<file path="src/rtl/icache_refill_pkg.sv">
`default_nettype none
// ============================================================================
//  Module   : icache_refill_pkg
//  Purpose  : Shared defaults, metadata record and address helpers for the
//             I$ refill engine.
//  Revision : 1.0 - initial release
// ============================================================================
package icache_refill_pkg;

   localparam int unsigned DEF_LINE_WIDTH      = 128;
   localparam int unsigned DEF_BEAT_WIDTH      = 64;
   localparam int unsigned DEF_PADDR_WIDTH     = 56;
   localparam int unsigned DEF_AXI_ADDR_WIDTH  = 64;
   localparam int unsigned DEF_TID_WIDTH       = 2;
   localparam int unsigned DEF_AXI_ID_WIDTH    = 4;
   localparam int unsigned DEF_RD_TX_ID        = 0;
   localparam int unsigned DEF_MAX_OUTSTANDING = 2;

   typedef struct packed {
      logic [DEF_TID_WIDTH-1:0] tid;
      logic                     nc;
   } meta_t;

   function automatic int unsigned num_beats(input int unsigned line_width,
                                             input int unsigned beat_width);
      return line_width / beat_width;
   endfunction

   // Widths are powers of two, so alignment is a mask of the byte offset.
   function automatic logic [63:0] align_line(input logic [63:0]   addr,
                                              input int unsigned   line_width);
      return addr & ~(64'(line_width / 8) - 64'd1);
   endfunction

   function automatic logic [63:0] align_beat(input logic [63:0]   addr,
                                              input int unsigned   beat_width);
      return addr & ~(64'(beat_width / 8) - 64'd1);
   endfunction

endpackage
`default_nettype wire

</file>
<file path="src/rtl/icache_refill_ctrl_if.sv">
`default_nettype none
// ============================================================================
//  Module   : icache_refill_ctrl_if
//  Purpose  : Miss request, AXI AR/R and line return bundles of the refill
//             engine; master = refill engine, slave = cache/fabric side.
//  Revision : 1.0 - initial release
// ============================================================================
interface icache_refill_ctrl_if
   import icache_refill_pkg::*;
#(
   parameter int unsigned LINE_WIDTH     = DEF_LINE_WIDTH,
   parameter int unsigned BEAT_WIDTH     = DEF_BEAT_WIDTH,
   parameter int unsigned PADDR_WIDTH    = DEF_PADDR_WIDTH,
   parameter int unsigned AXI_ADDR_WIDTH = DEF_AXI_ADDR_WIDTH,
   parameter int unsigned TID_WIDTH      = DEF_TID_WIDTH,
   parameter int unsigned AXI_ID_WIDTH   = DEF_AXI_ID_WIDTH
) ();
   logic                      req_valid_i;
   logic                      req_ready_o;
   logic [PADDR_WIDTH-1:0]    req_paddr_i;
   logic                      req_nc_i;
   logic [TID_WIDTH-1:0]      req_tid_i;

   logic                      ar_valid_o;
   logic                      ar_ready_i;
   logic [AXI_ADDR_WIDTH-1:0] ar_addr_o;
   logic [7:0]                ar_len_o;
   logic [2:0]                ar_size_o;
   logic [AXI_ID_WIDTH-1:0]   ar_id_o;

   logic                      r_valid_i;
   logic                      r_ready_o;
   logic [BEAT_WIDTH-1:0]     r_data_i;
   logic                      r_last_i;
   logic [AXI_ID_WIDTH-1:0]   r_id_i;
   logic [1:0]                r_resp_i;

   logic                      rtrn_valid_o;
   logic                      rtrn_ready_i;
   logic [LINE_WIDTH-1:0]     rtrn_data_o;
   logic [TID_WIDTH-1:0]      rtrn_tid_o;
   logic                      rtrn_nc_o;
   logic                      rtrn_err_o;

   modport master (
      input  req_valid_i, req_paddr_i, req_nc_i, req_tid_i,
      output req_ready_o,
      output ar_valid_o, ar_addr_o, ar_len_o, ar_size_o, ar_id_o,
      input  ar_ready_i,
      input  r_valid_i, r_data_i, r_last_i, r_id_i, r_resp_i,
      output r_ready_o,
      output rtrn_valid_o, rtrn_data_o, rtrn_tid_o, rtrn_nc_o, rtrn_err_o,
      input  rtrn_ready_i
   );

   modport slave (
      output req_valid_i, req_paddr_i, req_nc_i, req_tid_i,
      input  req_ready_o,
      input  ar_valid_o, ar_addr_o, ar_len_o, ar_size_o, ar_id_o,
      output ar_ready_i,
      output r_valid_i, r_data_i, r_last_i, r_id_i, r_resp_i,
      input  r_ready_o,
      input  rtrn_valid_o, rtrn_data_o, rtrn_tid_o, rtrn_nc_o, rtrn_err_o,
      output rtrn_ready_i
   );
endinterface
`default_nettype wire

</file>
<file path="src/rtl/icache_refill_meta_fifo.sv">
`default_nettype none
// ============================================================================
//  Module   : icache_refill_meta_fifo
//  Purpose  : Small synchronous FIFO of per-request metadata, no fall-through.
//  Revision : 1.0 - initial release
// ============================================================================
module icache_refill_meta_fifo #(
   parameter int unsigned WIDTH = 3,
   parameter int unsigned DEPTH = 2
) (
   input  logic             clk_i,
   input  logic             rst_i,
   input  logic             push_i,
   input  logic [WIDTH-1:0] wdata_i,
   input  logic             pop_i,
   output logic [WIDTH-1:0] rdata_o,
   output logic             full_o,
   output logic             empty_o
);
   localparam int unsigned PTR_W = (DEPTH > 1) ? $clog2(DEPTH) : 1;
   localparam int unsigned CNT_W = $clog2(DEPTH + 1);

   logic [WIDTH-1:0] mem_q [DEPTH];
   logic [WIDTH-1:0] mem_d [DEPTH];
   logic [PTR_W-1:0] wr_ptr_q, wr_ptr_d, rd_ptr_q, rd_ptr_d;
   logic [CNT_W-1:0] count_q, count_d;
   logic             do_push, do_pop;

   function automatic logic [PTR_W-1:0] ptr_inc(input logic [PTR_W-1:0] p);
      return (p == PTR_W'(DEPTH - 1)) ? '0 : p + 1'b1;
   endfunction

   always_comb begin
      full_o   = (count_q == CNT_W'(DEPTH));
      empty_o  = (count_q == '0);
      rdata_o  = mem_q[rd_ptr_q];
      do_push  = push_i & ~full_o;
      do_pop   = pop_i & ~empty_o;
      mem_d    = mem_q;
      wr_ptr_d = wr_ptr_q;
      rd_ptr_d = rd_ptr_q;
      count_d  = count_q;
      if (do_push) begin
         mem_d[wr_ptr_q] = wdata_i;
         wr_ptr_d        = ptr_inc(wr_ptr_q);
      end
      if (do_pop) begin
         rd_ptr_d = ptr_inc(rd_ptr_q);
      end
      if (do_push && !do_pop) begin
         count_d = count_q + 1'b1;
      end else if (!do_push && do_pop) begin
         count_d = count_q - 1'b1;
      end
   end

   always_ff @(posedge clk_i) begin
      if (rst_i) begin
         for (int i = 0; i < int'(DEPTH); i++) begin
            mem_q[i] <= '0;
         end
         wr_ptr_q <= '0;
         rd_ptr_q <= '0;
         count_q  <= '0;
      end else begin
         mem_q    <= mem_d;
         wr_ptr_q <= wr_ptr_d;
         rd_ptr_q <= rd_ptr_d;
         count_q  <= count_d;
      end
   end
endmodule
`default_nettype wire

</file>
<file path="src/rtl/icache_refill_ctrl.sv">
`default_nettype none
// ============================================================================
//  Module   : icache_refill_ctrl
//  Purpose  : Turns I$ misses into AXI AR bursts and assembles R beats into
//             returned lines, with up to MAX_OUTSTANDING requests in flight.
//  Revision : 1.0 - initial release
// ============================================================================
module icache_refill_ctrl
   import icache_refill_pkg::*;
#(
   parameter int unsigned LINE_WIDTH      = DEF_LINE_WIDTH,
   parameter int unsigned BEAT_WIDTH      = DEF_BEAT_WIDTH,
   parameter int unsigned PADDR_WIDTH     = DEF_PADDR_WIDTH,
   parameter int unsigned AXI_ADDR_WIDTH  = DEF_AXI_ADDR_WIDTH,
   parameter int unsigned TID_WIDTH       = DEF_TID_WIDTH,
   parameter int unsigned AXI_ID_WIDTH    = DEF_AXI_ID_WIDTH,
   parameter int unsigned RD_TX_ID        = DEF_RD_TX_ID,
   parameter int unsigned MAX_OUTSTANDING = DEF_MAX_OUTSTANDING
) (
   input  logic                 clk_i,
   input  logic                 rst_i,
   icache_refill_ctrl_if.master bus,
   output logic                 busy_o
);
   localparam int unsigned NUM_BEATS = num_beats(LINE_WIDTH, BEAT_WIDTH);
   localparam int unsigned CNT_W     = (NUM_BEATS > 1) ? $clog2(NUM_BEATS) : 1;

   logic                      ar_valid_q, ar_valid_d;
   logic [AXI_ADDR_WIDTH-1:0] ar_addr_q, ar_addr_d;
   logic [7:0]                ar_len_q, ar_len_d;
   logic [CNT_W-1:0]          cnt_q, cnt_d;
   logic                      err_q, err_d;
   logic [LINE_WIDTH-1:0]     asm_q, asm_d;
   logic                      rtrn_valid_q, rtrn_valid_d;
   logic [LINE_WIDTH-1:0]     rtrn_data_q, rtrn_data_d;
   logic [TID_WIDTH-1:0]      rtrn_tid_q, rtrn_tid_d;
   logic                      rtrn_nc_q, rtrn_nc_d;
   logic                      rtrn_err_q, rtrn_err_d;

   logic  fifo_full, fifo_empty, accept, r_hs, cnt_at_end, last_beat;
   meta_t push_meta, head;
   logic  unused_resp;

   icache_refill_meta_fifo #(
      .WIDTH ($bits(meta_t)),
      .DEPTH (MAX_OUTSTANDING)
   ) u_meta_fifo (
      .clk_i   (clk_i),
      .rst_i   (rst_i),
      .push_i  (accept),
      .wdata_i (push_meta),
      .pop_i   (r_hs & last_beat),
      .rdata_o (head),
      .full_o  (fifo_full),
      .empty_o (fifo_empty)
   );

   assign bus.ar_valid_o   = ar_valid_q;
   assign bus.ar_addr_o    = ar_addr_q;
   assign bus.ar_len_o     = ar_len_q;
   assign bus.ar_size_o    = 3'($clog2(BEAT_WIDTH / 8));
   assign bus.ar_id_o      = AXI_ID_WIDTH'(RD_TX_ID);
   assign bus.rtrn_valid_o = rtrn_valid_q;
   assign bus.rtrn_data_o  = rtrn_data_q;
   assign bus.rtrn_tid_o   = rtrn_tid_q;
   assign bus.rtrn_nc_o    = rtrn_nc_q;
   assign bus.rtrn_err_o   = rtrn_err_q;
   assign busy_o           = ~fifo_empty | ar_valid_q | rtrn_valid_q;
   assign unused_resp      = bus.r_resp_i[0];

   always_comb begin
      // Reset gating keeps the request port quiet while the block is held.
      bus.req_ready_o = ~rst_i & ~ar_valid_q & ~fifo_full;
      accept          = bus.req_valid_i & bus.req_ready_o;
      push_meta.tid   = bus.req_tid_i;
      push_meta.nc    = bus.req_nc_i;
      bus.r_ready_o   = ~fifo_empty & ~(rtrn_valid_q & ~bus.rtrn_ready_i);
      r_hs            = bus.r_valid_i & bus.r_ready_o;
      cnt_at_end      = (cnt_q == CNT_W'(NUM_BEATS - 1));
      last_beat       = bus.r_last_i | (~head.nc & cnt_at_end);

      ar_valid_d = ar_valid_q;
      ar_addr_d  = ar_addr_q;
      ar_len_d   = ar_len_q;
      if (accept) begin
         ar_valid_d = 1'b1;
         if (bus.req_nc_i) begin
            ar_addr_d = AXI_ADDR_WIDTH'(align_beat(64'(bus.req_paddr_i), BEAT_WIDTH));
            ar_len_d  = 8'd0;
         end else begin
            ar_addr_d = AXI_ADDR_WIDTH'(align_line(64'(bus.req_paddr_i), LINE_WIDTH));
            ar_len_d  = 8'(NUM_BEATS - 1);
         end
      end else if (ar_valid_q && bus.ar_ready_i) begin
         ar_valid_d = 1'b0;
      end

      cnt_d        = cnt_q;
      err_d        = err_q;
      asm_d        = asm_q;
      rtrn_valid_d = rtrn_valid_q;
      rtrn_data_d  = rtrn_data_q;
      rtrn_tid_d   = rtrn_tid_q;
      rtrn_nc_d    = rtrn_nc_q;
      rtrn_err_d   = rtrn_err_q;
      if (rtrn_valid_q && bus.rtrn_ready_i) begin
         rtrn_valid_d = 1'b0;
      end
      if (r_hs) begin
         if (head.nc) begin
            asm_d                   = '0;
            asm_d[BEAT_WIDTH-1:0]   = bus.r_data_i;
         end else begin
            for (int i = 0; i < int'(NUM_BEATS); i++) begin
               if (cnt_q == CNT_W'(i)) begin
                  asm_d[i*BEAT_WIDTH +: BEAT_WIDTH] = bus.r_data_i;
               end
            end
         end
         if (last_beat) begin
            // Output slot loads the line including this beat; assembly restarts.
            cnt_d        = '0;
            err_d        = 1'b0;
            rtrn_valid_d = 1'b1;
            rtrn_data_d  = asm_d;
            rtrn_tid_d   = head.tid;
            rtrn_nc_d    = head.nc;
            rtrn_err_d   = err_q | bus.r_resp_i[1];
         end else begin
            cnt_d = cnt_q + 1'b1;
            err_d = err_q | bus.r_resp_i[1];
         end
      end
   end

   always_ff @(posedge clk_i) begin
      if (rst_i) begin
         ar_valid_q   <= 1'b0;
         ar_addr_q    <= '0;
         ar_len_q     <= '0;
         cnt_q        <= '0;
         err_q        <= 1'b0;
         asm_q        <= '0;
         rtrn_valid_q <= 1'b0;
         rtrn_data_q  <= '0;
         rtrn_tid_q   <= '0;
         rtrn_nc_q    <= 1'b0;
         rtrn_err_q   <= 1'b0;
      end else begin
         ar_valid_q   <= ar_valid_d;
         ar_addr_q    <= ar_addr_d;
         ar_len_q     <= ar_len_d;
         cnt_q        <= cnt_d;
         err_q        <= err_d;
         asm_q        <= asm_d;
         rtrn_valid_q <= rtrn_valid_d;
         rtrn_data_q  <= rtrn_data_d;
         rtrn_tid_q   <= rtrn_tid_d;
         rtrn_nc_q    <= rtrn_nc_d;
         rtrn_err_q   <= rtrn_err_d;
      end
   end

`ifndef SYNTHESIS
   a_r_id : assert property (@(posedge clk_i) disable iff (rst_i)
      bus.r_valid_i |-> (bus.r_id_i == AXI_ID_WIDTH'(RD_TX_ID)));
   a_r_last : assert property (@(posedge clk_i) disable iff (rst_i)
      r_hs |-> (bus.r_last_i == (head.nc | cnt_at_end)));
   a_r_orphan : assert property (@(posedge clk_i) disable iff (rst_i)
      bus.r_valid_i |-> !fifo_empty);
`endif
endmodule
`default_nettype wire

</file>
<file path="src/flat_wrapper.sv">
// flat-port wrapper written by rule: the top's interface ports become plain ports
module icache_refill_ctrl_flat import icache_refill_pkg::*;
#(
   parameter int unsigned LINE_WIDTH      = DEF_LINE_WIDTH,
   parameter int unsigned BEAT_WIDTH      = DEF_BEAT_WIDTH,
   parameter int unsigned PADDR_WIDTH     = DEF_PADDR_WIDTH,
   parameter int unsigned AXI_ADDR_WIDTH  = DEF_AXI_ADDR_WIDTH,
   parameter int unsigned TID_WIDTH       = DEF_TID_WIDTH,
   parameter int unsigned AXI_ID_WIDTH    = DEF_AXI_ID_WIDTH,
   parameter int unsigned RD_TX_ID        = DEF_RD_TX_ID,
   parameter int unsigned MAX_OUTSTANDING = DEF_MAX_OUTSTANDING
)
  (clk_i, rst_i, busy_o, bus_req_valid_i, bus_req_paddr_i, bus_req_nc_i, bus_req_tid_i, bus_req_ready_o, bus_ar_valid_o, bus_ar_addr_o, bus_ar_len_o, bus_ar_size_o, bus_ar_id_o, bus_ar_ready_i, bus_r_valid_i, bus_r_data_i, bus_r_last_i, bus_r_id_i, bus_r_resp_i, bus_r_ready_o, bus_rtrn_valid_o, bus_rtrn_data_o, bus_rtrn_tid_o, bus_rtrn_nc_o, bus_rtrn_err_o, bus_rtrn_ready_i);
  icache_refill_ctrl_if #(.LINE_WIDTH(LINE_WIDTH), .BEAT_WIDTH(BEAT_WIDTH), .PADDR_WIDTH(PADDR_WIDTH), .AXI_ADDR_WIDTH(AXI_ADDR_WIDTH), .TID_WIDTH(TID_WIDTH), .AXI_ID_WIDTH(AXI_ID_WIDTH)) bus_i ();
  input  logic clk_i;
  input  logic rst_i;
  output logic busy_o;
  input wire logic [$bits(bus_i.req_valid_i)-1:0] bus_req_valid_i;
  input wire logic [$bits(bus_i.req_paddr_i)-1:0] bus_req_paddr_i;
  input wire logic [$bits(bus_i.req_nc_i)-1:0] bus_req_nc_i;
  input wire logic [$bits(bus_i.req_tid_i)-1:0] bus_req_tid_i;
  output wire logic [$bits(bus_i.req_ready_o)-1:0] bus_req_ready_o;
  output wire logic [$bits(bus_i.ar_valid_o)-1:0] bus_ar_valid_o;
  output wire logic [$bits(bus_i.ar_addr_o)-1:0] bus_ar_addr_o;
  output wire logic [$bits(bus_i.ar_len_o)-1:0] bus_ar_len_o;
  output wire logic [$bits(bus_i.ar_size_o)-1:0] bus_ar_size_o;
  output wire logic [$bits(bus_i.ar_id_o)-1:0] bus_ar_id_o;
  input wire logic [$bits(bus_i.ar_ready_i)-1:0] bus_ar_ready_i;
  input wire logic [$bits(bus_i.r_valid_i)-1:0] bus_r_valid_i;
  input wire logic [$bits(bus_i.r_data_i)-1:0] bus_r_data_i;
  input wire logic [$bits(bus_i.r_last_i)-1:0] bus_r_last_i;
  input wire logic [$bits(bus_i.r_id_i)-1:0] bus_r_id_i;
  input wire logic [$bits(bus_i.r_resp_i)-1:0] bus_r_resp_i;
  output wire logic [$bits(bus_i.r_ready_o)-1:0] bus_r_ready_o;
  output wire logic [$bits(bus_i.rtrn_valid_o)-1:0] bus_rtrn_valid_o;
  output wire logic [$bits(bus_i.rtrn_data_o)-1:0] bus_rtrn_data_o;
  output wire logic [$bits(bus_i.rtrn_tid_o)-1:0] bus_rtrn_tid_o;
  output wire logic [$bits(bus_i.rtrn_nc_o)-1:0] bus_rtrn_nc_o;
  output wire logic [$bits(bus_i.rtrn_err_o)-1:0] bus_rtrn_err_o;
  input wire logic [$bits(bus_i.rtrn_ready_i)-1:0] bus_rtrn_ready_i;
  assign bus_i.req_valid_i = bus_req_valid_i;
  assign bus_i.req_paddr_i = bus_req_paddr_i;
  assign bus_i.req_nc_i = bus_req_nc_i;
  assign bus_i.req_tid_i = bus_req_tid_i;
  assign bus_req_ready_o = bus_i.req_ready_o;
  assign bus_ar_valid_o = bus_i.ar_valid_o;
  assign bus_ar_addr_o = bus_i.ar_addr_o;
  assign bus_ar_len_o = bus_i.ar_len_o;
  assign bus_ar_size_o = bus_i.ar_size_o;
  assign bus_ar_id_o = bus_i.ar_id_o;
  assign bus_i.ar_ready_i = bus_ar_ready_i;
  assign bus_i.r_valid_i = bus_r_valid_i;
  assign bus_i.r_data_i = bus_r_data_i;
  assign bus_i.r_last_i = bus_r_last_i;
  assign bus_i.r_id_i = bus_r_id_i;
  assign bus_i.r_resp_i = bus_r_resp_i;
  assign bus_r_ready_o = bus_i.r_ready_o;
  assign bus_rtrn_valid_o = bus_i.rtrn_valid_o;
  assign bus_rtrn_data_o = bus_i.rtrn_data_o;
  assign bus_rtrn_tid_o = bus_i.rtrn_tid_o;
  assign bus_rtrn_nc_o = bus_i.rtrn_nc_o;
  assign bus_rtrn_err_o = bus_i.rtrn_err_o;
  assign bus_i.rtrn_ready_i = bus_rtrn_ready_i;
  icache_refill_ctrl #(.LINE_WIDTH(LINE_WIDTH), .BEAT_WIDTH(BEAT_WIDTH), .PADDR_WIDTH(PADDR_WIDTH), .AXI_ADDR_WIDTH(AXI_ADDR_WIDTH), .TID_WIDTH(TID_WIDTH), .AXI_ID_WIDTH(AXI_ID_WIDTH), .RD_TX_ID(RD_TX_ID), .MAX_OUTSTANDING(MAX_OUTSTANDING)) u_core (.clk_i(clk_i), .rst_i(rst_i), .bus(bus_i), .busy_o(busy_o));
endmodule
</file>
<file path="config.mk">
export PLATFORM = sky130hd
export DESIGN_NAME = icache_refill_ctrl_flat
export DESIGN_NICKNAME = d
export VERILOG_FILES = /design/src/rtl/icache_refill_pkg.sv /design/src/rtl/icache_refill_ctrl_if.sv /design/src/rtl/icache_refill_meta_fifo.sv /design/src/rtl/icache_refill_ctrl.sv /design/src/flat_wrapper.sv
export SDC_FILE = /design/constraint.sdc
export NUM_CORES = 1
export LEC_CHECK = 0
export ABC_AREA = 1
export CORE_ASPECT_RATIO = 0.6
export CORE_MARGIN = 3
export CORE_UTILIZATION = 45
export DETAILED_ROUTE_END_ITERATION = 12
export GPL_TIMING_DRIVEN = 1
export HOLD_SLACK_MARGIN = 0.08
export PLACE_DENSITY = 0.76
export SYNTH_ARGS = -nofsm -noshare
export SYNTH_HDL_FRONTEND = slang
export SYNTH_SLANG_ARGS = --single-unit
</file>
<file path="constraint.sdc">
create_clock -name clk_i -period 1.9 [get_ports clk_i]
set_clock_uncertainty 0.1 [all_clocks]
set_input_delay 0.38 -clock clk_i [delete_from_list [all_inputs] [get_ports clk_i]]
set_output_delay 0.38 -clock clk_i [all_outputs]
set_load 0.005 [all_outputs]
</file>
=== After elaboration in Yosys (flattened, before gate mapping) ===
Index checks and enable logic that the tools add are counted.

* Bits in latches: 0
* Input bits: 136
* Register bits after elaboration: 338
* Word-level logic and storage cells: 81
* Bits in read-only memories: 0
* Output and inout bits: 216
* Memory bits (writable): 0
* Memories kept: 0

* Shift-type cells: 0
* Bitwise operators: 23
* $lt $le $gt $ge: 3
* Multiply operators: 0
* Add/subtract/negate cells: 5
* Eq/ne operators: 1
* Div/mod/pow operators: 0
* Multiplexer cells: 22
* Reduce and logical (&&, ||, !) cells: 11

{| class="wikitable"
|+ Operators by type and width
! operator !! count
|-
| 128-bit two-way mux || 1
|-
| 64-bit two-way mux || 2
|-
| 3-bit two-way mux || 4
|-
| 1-bit bitwise AND || 10
|-
| 1-bit two-way mux || 10
|-
| 1-bit inverter || 7
|-
| 6-bit bitwise mux || 1
|-
| 1-bit logical AND || 5
|-
| 2-bit greater-or-equal comparator (second input constant) || 2
|-
| 2-bit two-way mux || 2
|-
| 4-bit two-way mux || 1
|-
| 1-bit inverter with 2-bit output || 2
|-
| 1-bit OR || 4
|-
| 2-bit nonzero test || 2
|-
| 1-bit adder (second input constant) || 3
|-
| 3-bit demux with 1-bit select || 1
|-
| 2-bit by 1-bit adder with 2-bit output (second input constant) || 1
|-
| 2-bit equality test (second input constant) || 1
|-
| 1-bit zero test || 2
|-
| 2-bit zero test || 1
|-
| 2-bit by 1-bit less-than comparator with 1-bit output (second input constant) || 1
|-
| 2-bit AND reduction || 1
|-
| 2-bit by 1-bit subtractor with 2-bit output (second input constant) || 1
|}

=== Longest topological paths before layout ===
* Depth after elaboration: 12
* Gate-level depth with buffers: 13
* Gate-level depth less buffers: 11

=== Cells and area by module ===
A second synthesis with hierarchy kept.

* Cells, all modules: 2346
* Area total of the unflattened synthesis: 14844.2 µm²

{| class="wikitable"
|+ Modules (own cells, without submodules)
! module !! cells an instance !! instances !! sequential area each (µm²) !! area an instance (µm²)
|-
| icache_refill_ctrl || 2269 || 1 || 6366.1 || 14332.5
|-
| icache_refill_meta_fifo || 77 || 1 || 200.2 || 511.7
|}

=== Least setup slack after synthesis ===
Ideal clock, no wire load.

* Path type: input to register
* From: input port rst_i
* To: register u_core.u_meta_fifo.count_q[1]
* Stages on the path: 10
* Setup slack: -0.008 ns
* Buffers on the path: 2
* Arrival time: 1.695 ns
* Library setup time: 0.113 ns
* Cells stage by stage: buf_2 > nor2_1 > nand3_1 > inv_2 > buf_2 > ha_1 > a21oi_1 > o21ai_0 > nor2_1 > nor2_1

* Word-level cells in the longest chain between the ends: 8
* Elaborated cells on any way between the ends: 10

{| class="wikitable"
|+ Ends and longest elaborated chain
! item !! line !! RTL
|-
| start, declared || flat_wrapper.sv:16 || <nowiki>input logic rst_i;</nowiki>
|-
| 1-bit inverter (*) || icache_refill_ctrl.sv:73 || <nowiki>bus.req_ready_o = ~rst_i & ~ar_valid_q & ~fifo_full;</nowiki>
|-
| 1-bit bitwise AND (*) (2 in a row) || icache_refill_ctrl.sv:73 ||
|-
| 1-bit bitwise AND (*) || icache_refill_ctrl.sv:74 || <nowiki>accept = bus.req_valid_i & bus.req_ready_o;</nowiki>
|-
| 1-bit bitwise AND (*) || icache_refill_meta_fifo.sv:37 || <nowiki>do_push = push_i & ~full_o;</nowiki>
|-
| named net u_core.u_meta_fifo.do_push || icache_refill_meta_fifo.sv:27 || <nowiki>logic do_push, do_pop;</nowiki>
|-
| 1-bit zero test || icache_refill_meta_fifo.sv:52 || <nowiki>end else if (!do_push && do_pop) begin</nowiki>
|-
| 1-bit logical AND || icache_refill_meta_fifo.sv:52 ||
|-
| 2-bit nonzero test (no source line) || -- ||
|-
| end signal, assigned || icache_refill_meta_fifo.sv:69 || <nowiki>count_q <= count_d;</nowiki>
|-
| end, declared || icache_refill_meta_fifo.sv:26 || <nowiki>logic [CNT_W-1:0] count_q, count_d;</nowiki>
|}

Mark *: on every way through the listed nets, which the timed path passes. The rest lies on a longest branch.
A chain may end at the register's enable or synchronous reset.

=== Worst setup path after layout ===
* From: register u_core.u_meta_fifo.count_q[1]
* To: output port busy_o

* Word-level cells in the longest chain between the ends: 4

{| class="wikitable"
|+ Ends and longest elaborated chain
! item !! line !! RTL
|-
| 2-bit zero test || icache_refill_meta_fifo.sv:35 || <nowiki>empty_o = (count_q == '0);</nowiki>
|-
| 1-bit inverter || icache_refill_ctrl.sv:68 || <nowiki>assign busy_o = ~fifo_empty | ar_valid_q | rtrn_valid_q;</nowiki>
|-
| 1-bit OR (2 in a row) || icache_refill_ctrl.sv:68 ||
|-
| end, declared || flat_wrapper.sv:17 || <nowiki>output logic busy_o;</nowiki>
|}

Every way passes these cells.

==> flow_summary.toml <==
[drt]
drc = 0
firstDrtPassIters = 5
wirelength_mm = 48.7
via_count = 15300
vias_per_cell = 5.21
avgRoutedWirePerCell_um = 16.6
drt_iter0_markers = 1523
ant_nets = 0

[logic_synthesis]
seq_area_frac_synth = 0.444
synth-edff-count = 0
synth.distinct_cells = 23
yosysTopAreaCellShare = 0.444
synthCells = 2246
syn_area_sq_um = 14800
syn_avg_cell_area_sq_um = 6.58
synth_common_cells = "nand2_1, dfxtp_1, nor2_1, a21oi_1, nand3_1"
ys.flop_type = "dfxtp_1"
yosysMostFrequentCell = "nand2_1"
synth_seq_cells = 328
synth_warnings = 0
synth_top_area_cell = "dfxtp_1"
synth_async_sr_flop_share = 0
synth_area_leaders = "dfxtp_1, nand2_1, a21oi_1"

[placement]
dp_slack_ps = -321
place_hpwl_mm = 32.8
io_buffers = 318
dp.cells = 2873
placed_cell_area_sq_um = 18500
gp_congestion = 0.849

[grt]
grt-ovfl-total = 0
track_usage = 0.268
grt_pass1_wl_mm = 76.9
grt_pass1_vias = 14300
antenna_found_initial = 5
grt_max_degree = 71

[timing]
min_period_ps = 1940
fin_crit_sh = 1.02
final.setup.worst_slack_ps = -38.2
slew_viol_final = 0
rsz0062_at_grt = "true"
fmax_mhz = 516
finalHoldViolations = 0
slew_headroom = 0.612
worst_pin_slew_ps = 582
setup_viol = 1

[power_and_ir_drop]
vdd_drop_max_mv = 0.801
p_total_mw = 17.7
power_density_nw_per_um2 = 916
leakage_nw = 9.53

[die]
coreArea_sq_um = 31800
die_w_um = 240
io_pins = 352
rows = 50
die-height_um = 146
fp.dieArea_sq_um = 35100
initial_utilization = 0.465

[setup_path]
endpoint_kind = "output port"
cp_top_family = "simple AND/OR/NAND/NOR gates"
cp_slowest_stage_delay_ps = 330
cp_max_fo = 2
cp-start-kind = "register"
critPathBufInv = 2
path_cells = "inv_2 > nand2_2 > or3_1 > buf_2"
cp.arrival_ps = 1460
cpMaxStageDelayCell = "dfxtp_2"
required_ps = 1420
worstSetupPathType = "register to output port"

[clock_network]
cts.path.max_buffers = 3
cts.sinks = 328
clockRootBuffer = "clkbuf_16"
numCtsBuffers = 31
cts_tree = "done"
cts.clk_slew.worst_paths_ps = 60
cts_hold_buf = 0
clk_latency_ps = 580
htree_levels = 1

[finish]
fin_area_sq_um = 19300
drive_gt1_frac = 0.0668
multi_input_area_sq_um = 7080
final_core_utilization = 0.608
area_delta_synth_final_pct = 30.7
fin_cells = 2932
fillCellCount = 2893
final_nets = 2631
regArea_sq_um = 6600

[status]
violations = "setup timing"
status = "finished with violations"

[run]
maxCapViolCount = 0

[hold_path]
hold_class = "input port to register"
==> worst paths after layout <==
kind	startpoint	to	slack [ps]	cells past startpoint
min	bus_req_paddr_i[24]	u_core.bus.ar_addr_o[24]$_SDFFE_PP0P_	240	3
max reg2reg	u_core.u_meta_fifo.rd_ptr_q$_SDFFE_PP0P_	u_core.u_meta_fifo.count_q[1]$_SDFFE_PP0P_	50	11
min reg2reg	u_core.asm_q[122]$_SDFFE_PP0N_	u_core.asm_q[122]$_SDFFE_PP0N_	350	2
max	u_core.u_meta_fifo.count_q[1]$_SDFFE_PP0P_	busy_o	-40	4
==> area by class of cell <==
cell class              count  area share
clock buffers              49      0.0483
inverters                  85      0.0168
repair buffers            382       0.197
well taps                 416      0.0269
clock inverters             4     0.00253
flip-flops and latches    328       0.342
diodes                      2    0.000259
multi-input cells        1666       0.366
==> registers in the layout (all words and copies together), names as in the netlist, 2 cells and up <==
register,cells
u_core.bus.ar_addr_o,53
u_core.bus.rtrn_tid_o,2
u_core.u_meta_fifo.mem_q,6
u_core.bus.rtrn_data_o,128
u_core.asm_q,128
u_core.u_meta_fifo.count_q,2
==> where the power goes <==
group	switching, mW	leakage [nW]	total [mW]	internal (mW)
logic	2.31	6.37	3.82	1.50
clock network	2.71	0.484	6.17	3.47
registers	0.281	2.68	7.71	7.43
total	5.30	9.53	17.7	12.4
==> what timing repair did <==
action                     4_1_cts  5_1_grt
setup buffers                    4        0
pin swaps                        2        0
cloned                           0        0
gates resized for setup        223        8
setup endpoints to repair      190        9
==> metal layers <==
| layer | track usage | share of wire | up-vias |
|---|---|---|---|
| met4 | 0.0588 | 0.021 | 8 |
| li1 | - | - | 7490 |
| met3 | 0.0768 | 0.10 | 90 |
| met1 | 0.376 | 0.44 | 7006 |
| met5 | 0 | 0.0010 | - |
| met2 | 0.409 | 0.44 | 675 |
==> cell families (layout without fill, tap and decap cells) <==
group                    Yosys count  count (layout)  share of synthesized area
other                              2              27                   0.000508
adder cells (fa/ha/maj)            1               1                   0.000846
AO/OA/AOI/OAI                    336             336                      0.124
flip-flops                       328             328                      0.444
AND/OR/NAND/NOR                 1304            1304                      0.344
buffers and inverters            275             520                     0.0865
==> worst reg2reg max path, cell delays in order (launching register included) <==
cell and delay, ps:
dfxtp_2 390, inv_2 80, nand2_2 100, nand3_4 170, nand2_8 140, nand2_8 60, ha_1 300, a21oi_1 130
o21ai_1 100, nand2_1 70, nand2_1 40, nor2_1 90
==> per-stage QoR <==
stage                     hold WS [ps]  TNS [ps]
after floorplan                    321         0
after global placement             330    -47040
after detailed placement           339    -53450
after CTS                          215     -59.8
after global routing               225      -245
final                              235     -38.2
==> layout by cell type (no fill, tap or decap), types with 31 or more instances in the layout <==
cell / instances
clkdlybuf4s50_1: 126
a21oi_1: 200
o21ai_0: 75
nand3_1: 126
inv_1: 70
clkbuf_16: 31
dfxtp_1: 300
nor2_1: 222
dlygate4sd2_1: 183
nand2_1: 942
o21bai_1: 59
buf_4: 34
Note: power is estimated with default switching activity, not from simulation.
